**src/rtl/key_press_classifier.sv**
```systemverilog
// Key press classifier. It takes a debounced key level and produces three
// one-cycle events (short press, long press, auto-repeat) plus a held flag.
module key_press_classifier #(
  parameter logic        KEY_ACTIVE  = 1'b0,
  parameter int unsigned LONG_TIME   = 50_000_000,
  parameter int unsigned REPEAT_TIME = 10_000_000,
  parameter bit          REPEAT_EN   = 1'b1
) (
  input  logic clk,
  input  logic rst,
  input  logic key_in,
  output logic short_pulse,
  output logic long_pulse,
  output logic repeat_pulse,
  output logic key_held
);

  // state | meaning
  // IDLE  | key released, waiting for a press
  // PRESS | key held, counting toward the long-press threshold
  // LONG  | long press reported, counting auto-repeat intervals
  typedef enum logic [1:0] {
    IDLE  = 2'd0,
    PRESS = 2'd1,
    LONG  = 2'd2
  } state_t;

  localparam logic [31:0] LONG_LAST   = 32'(LONG_TIME - 1);
  localparam logic [31:0] REPEAT_LAST = 32'(REPEAT_TIME - 1);

  state_t      state;
  logic [31:0] cnt;
  logic        pressed;

  assign pressed = (key_in == KEY_ACTIVE);

  // Release is tested first in every state so it wins over a threshold hit.
  always_ff @(posedge clk) begin
    if (rst) begin
      state        <= IDLE;
      cnt          <= '0;
      short_pulse  <= 1'b0;
      long_pulse   <= 1'b0;
      repeat_pulse <= 1'b0;
      key_held     <= 1'b0;
    end else begin
      short_pulse  <= 1'b0;
      long_pulse   <= 1'b0;
      repeat_pulse <= 1'b0;
      case (state)
        IDLE: begin
          if (pressed) begin
            state    <= PRESS;
            cnt      <= '0;
            key_held <= 1'b1;
          end
        end
        PRESS: begin
          if (!pressed) begin
            state       <= IDLE;
            cnt         <= '0;
            short_pulse <= 1'b1;
            key_held    <= 1'b0;
          end else if (cnt == LONG_LAST) begin
            state      <= LONG;
            cnt        <= '0;
            long_pulse <= 1'b1;
          end else begin
            cnt <= cnt + 32'd1;
          end
        end
        LONG: begin
          if (!pressed) begin
            state    <= IDLE;
            cnt      <= '0;
            key_held <= 1'b0;
          end else if (cnt == REPEAT_LAST) begin
            if (REPEAT_EN) begin
              cnt          <= '0;
              repeat_pulse <= 1'b1;
            end
          end else begin
            cnt <= cnt + 32'd1;
          end
        end
        default: begin
          state    <= IDLE;
          cnt      <= '0;
          key_held <= 1'b0;
        end
      endcase
    end
  end

endmodule

```
**config.mk**
```make
export PLATFORM = sky130hd
export DESIGN_NAME = key_press_classifier
export DESIGN_NICKNAME = d
export VERILOG_FILES = /design/src/rtl/key_press_classifier.sv
export SDC_FILE = /design/constraint.sdc
export NUM_CORES = 1
export LEC_CHECK = 0
export CORE_MARGIN = 4
export CORE_UTILIZATION = 60
export CTS_CLUSTER_DIAMETER = 40
export DETAILED_ROUTE_END_ITERATION = 8
export DONT_BUFFER_PORTS = 1
export PLACE_DENSITY = 0.82
export SYNTH_ARGS = -nofsm -noshare
export SYNTH_HDL_FRONTEND = slang
export SYNTH_SLANG_ARGS = --single-unit
export TNS_END_PERCENT = 5
```
**constraint.sdc**
```tcl
create_clock -name clk -period 2.79 [get_ports clk]
set_input_delay 0.558 -clock clk [delete_from_list [all_inputs] [get_ports clk]]
set_output_delay 0.558 -clock clk [all_outputs]
set_load 0.03 [all_outputs]
```
# [After elaboration in Yosys (flattened, before gate mapping)]
# Index checks and enable logic that the tools add are counted.
[totals] reg_bits=38 in_bits=3 output_inout_bits=4 elab_cells=41
[op_classes] n_addsub=1 n_eq_ne=8 mux=17 bitwise=2 n_reduce_logical=7
[ops] cell="two-way mux 32 bit" count=5
[ops] cell="one-hot mux 32 bit (3 select lines)" count=1
[ops] cell="adder 32 x 1 -> 32 bit, second input constant" count=1
[ops] cell="equality test 32 x 24 -> 1 bit, second input constant" count=1
[ops] cell="equality test 32 x 26 -> 1 bit, second input constant" count=1
[ops] cell="two-way mux 2 bit" count=4
[ops] cell="one-hot mux 2 bit (3 select lines)" count=1
[ops] cell="OR reduction 3 bit" count=2
[ops] cell="two-way mux 1 bit" count=5
[ops] cell="inequality test 2 bit, second input constant" count=2
[ops] cell="OR reduction 2 bit" count=2
[ops] cell="inequality test 3 bit, second input constant" count=1
[ops] cell="AND reduction 3 bit" count=1
[ops] cell="equality test 2 x 1 -> 1 bit, second input constant" count=1
[ops] cell="equality test 2 bit, second input constant" count=1
[ops] cell="logical NOT 2 bit" count=1
[ops] cell="inequality test 2 x 1 -> 1 bit, second input constant" count=1
[ops] cell="inverter 1 bit" count=2
[ops] cell="one-hot mux 1 bit (2 select lines)" count=1
[ops] cell="AND reduction 2 bit" count=1

# [Longest topological paths before layout]
[logic_depth] ltp_word=4 depth_mapped=10 ltp_nobuf=8

# [Worst setup path after synthesis]
# OpenSTA, ideal clock, no wires.
[synth_path] path_kind="reg-to-reg" startpoint="reg cnt[0]" endpoint="reg cnt[26]" setup_ns=0.122 t_arrival_ns=1.884 required_time_ns=2.668 path_slack_ns=0.784 stages_incl_launch_ff=7 n_path_buf=0 synth_period_minus_slack_ns=2.006 cell_sequence="dfxtp_1 -> ha_1 -> and4_1 -> nand4_2 -> or4_1 -> and3_1 -> a221o_1"
[synth_between] elab_chain_len=4 elab_cells_between_ends=8 classes_between="1 x add/sub; 2 x eq/ne; 5 x mux"
[synth_rtl] item="start, declared" line="32" rtl="logic [31:0] cnt;"
[synth_rtl] item="start signal, assigned" line="69" rtl="cnt <= cnt + 32'd1;"
[synth_rtl] item="start signal, assigned" line="83" rtl="cnt <= cnt + 32'd1;"
[synth_rtl] item="adder 32 x 1 -> 32 bit (tied with other cells)" line="69, 83"
[synth_rtl] item="two-way mux 32 bit (on tied branches)" line="77, 64"
[synth_rtl] item="two-way mux 32 bit (on tied branches)" line="73, 59"
[synth_rtl] item="one-hot mux 32 bit (3 select lines) *" line="50" rtl="case (state)"
# Every way passes the cells marked *; elsewhere a longest branch is shown, timed or not.
# A chain may end at the register's enable or synchronous reset.

# [Final worst setup path]
[layout_path] startpoint="reg cnt[15]" endpoint="reg cnt[19]"
# Same word-level chain as after synthesis.

==> key figures <==
Outcome
  • Run status: complete, no violations

CTS
  • Root buf cell: clkbuf_4
  • Postcts setup bufs: 0
  • Later-pin clock latency in the skew report: 0.35 ns
  • Clock buffer depth: 2
  • Hold-fix buffers, CTS: 0
  • Cts repair resizes: 0
  • TritonCTS clock tree: done
  • Worst-path clk slew: about 0.12 ns
  • CTS Buf Count: 5
  • H-tree lvl count: 2
  • Sinks on Clock Net: 38

Synthesis
  • Top post-synthesis cells by area: dfxtp_1, nand2_1, nand3_1
  • Sequential-to-total area share from yosys stat: between 30% and 40%
  • Unique masters post-synth: 52
  • Post-synth EDFFs: 0
  • Synth Cell Area: between 0.002 and 0.0025 mm^2
  • Area share of the largest cell type after synthesis: between 30% and 40%
  • Most numerous cell in the Yosys netlist: dfxtp_1
  • Mapped Nets: approximately 270
  • Cells after Synth: around 260
  • Async S/R FF share, synth: 0%
  • Ys flop type: dfxtp_1
  • Most instantiated cells after synthesis: dfxtp_1, nand2_1, nor2_1
  • Syn avg cell area: 8.230 um^2
  • Synthesized flop and latch total: 38
  • Yosys warning total: 0
  • Leading area contributor after synthesis: dfxtp_1

Global route
  • Overflow after GRT: 0
  • First-pass GRT wire length: around 8000 um
  • Total Routing Usage GR: 22.96%
  • Number of global-route vias before repair: around 1,800
  • Antenna violations before repair: 0
  • Largest net degree at the start of global routing: 17

STA
  • Rel. slew slack: between 50% and 60%
  • Slew Limit Fails: 0
  • Hold Slack: approximately 0.27 ns
  • Hold Vio Cnt, Final: 0
  • Setup violators final: 0
  • Unrepaired setup endpoints after global routing: false
  • Worst Max-Slew Pin Slew: just over 0.6 ns
  • Total Neg Setup Slack: 0 ns
  • Worst Clk Skew: around 0.015 ns
  • Minimum clock period after layout: roughly 2.4 ns
  • Final Cycle Share: between 80% and 90%
  • Peak Freq: 414.7 MHz

Hold path
  • Hold WC Path Type: input port to flop
  • Hold Path Origin: rst

Place
  • Routability Congestion: between 0.8 and 0.9
  • # port buffers: 0
  • DP HPWL: roughly 3300 um
  • Area post-placement: between 0.002 and 0.0025 mm^2

Routing
  • Vias post-DR: between 1,500 and 2,000
  • Drt first pass iters: 4
  • Starting DRT DRC Count: approximately 150
  • WL/cell: 15.10 um
  • Remaining DRCs: 0
  • Via-per-instance ratio: about 6.2
  • DRT Wirelength: 4605 um
  • Routed Antenna Nets: 0

Setup path
  • Startpoint Class: flop
  • Critical Path End Type: flop
  • Critical path required time: 3.04 ns
  • Setup Crit Path Kind: flop to flop
  • RR Startpoint: cnt[15]
  • Crit path arrival time: approximately 2.7 ns
  • Crit path from: cnt[15]
  • Worst-path fanout max: 14

Power and ir drop
  • Leak Pwr: 0.0008246 uW
  • PwrDens: ~520 mW/mm^2
  • Peak supply drop: 0.0004343 V

Floorplan
  • Initial core utilization: between 60% and 70%
  • Die area: 0.004554 mm^2
  • Core ar.: roughly 0.0034 mm^2
  • Die Wd: 67.49 um
  • Chip Height: between 60 and 70 um
  • Row count: 21
  • Io pins: 7

Cells and area
  • Layout net count: roughly 270
  • Area grow syn2layout: 7.012%
  • Share of layout cells above drive strength 1: about a tenth
  • Final Cell Area: 0.002272 mm^2
  • Antenna Cells: 0

Flow run
  • Number of max-cap violations: 0
[worst max-delay path: stages, from the launching register on]
cell	delay [ns]
dfxtp_1	0.55
nand4_1	0.26
or3_1	0.44
a22oi_2	0.22
a21oi_2	0.20
buf_4	0.23
and3_1	0.17
a221o_1	0.25
[through the flow]
step / power (uW) / util (%) / worst slack (ns) / cells
6_report: 1190 / 67.04 / 0.3789 / 305
5_1_grt: 1234 / 67.04 / 0.1761 / 305
4_1_cts: 1190 / 67.04 / 0.4005 / 305
3_5_place_dp: 708.2 / 63.75 / 0.4358 / 297
3_3_place_gp: 703.1 / 63.75 / 0.4759 / 297
2_1_floorplan: 680.0 / - / 0.7840 / 258
[final cells by class]
type,count,area (um^2)
flip-flops and latches,38,760.7
repair buffers,5,37.54
clock buffers,6,51.30
multi-input cells,201,1279
well taps,46,57.56
clock inverters,2,60.06
inverters,7,26.28
fillers,286,1117
[final timing paths]
| path | end | slack, ns | cells after the start |
|---|---|---|---|
| min reg2reg | cnt[0] | 0.48 | 2 |
| min | cnt[27] | 0.27 | 1 |
| max | cnt[19] | 0.38 | 7 |
| max reg2reg | cnt[19] | 0.38 | 7 |
[state kept, by name, summed over array words and instances, names as in the netlist]
signal,flops
cnt,32
repeat_pulse,1
key_held,1
state,2
short_pulse,1
long_pulse,1
[placed cells by master, fill, tap and decap left out, types with 3 or more instances in the layout]
cell / count
buf_4: 5
clkbuf_4: 5
o31ai_1: 4
o211ai_1: 3
o21ai_1: 5
nor2_1: 21
and2_1: 10
a21oi_1: 9
mux2i_1: 4
ha_1: 4
nand4_1: 10
and4_1: 4
nand3_1: 17
a22o_1: 4
a221o_1: 4
nor4_1: 5
a21o_1: 5
and3_1: 7
dfxtp_1: 38
or3_1: 4
o311ai_1: 6
nand2_1: 33
inv_1: 7
nand2b_1: 3
a31oi_1: 5
[metal layers]
layer | up-vias | share of wire, % | track usage (%)
li1 | 960 | - | -
met1 | 894 | 48 | 30.94
met2 | 30 | 48 | 38.15
met3 | 4 | 3.6 | 3.993
met4 | 0 | 0.74 | 5.063
met5 | - | 0 | 0
[power breakdown]
part / total, uW / switching, uW / leakage, uW / internal, uW
logic: 130 / 83.0 / 0.000460 / 47.1
clock network: 491 / 187 / 0.0000585 / 304
registers: 569 / 16.4 / 0.000307 / 553
total: 1190 / 287 / 0.000825 / 903
[kinds of logic after synthesis]
kind of cell,share of synthesized area [%]
simple gates,35.89
compound gates,18.44
flops,35.83
buf+inv,3.948
xor+xnor,1.650
mux,1.886
fa+ha+maj,2.357
(Power assumes the default switching activity.)
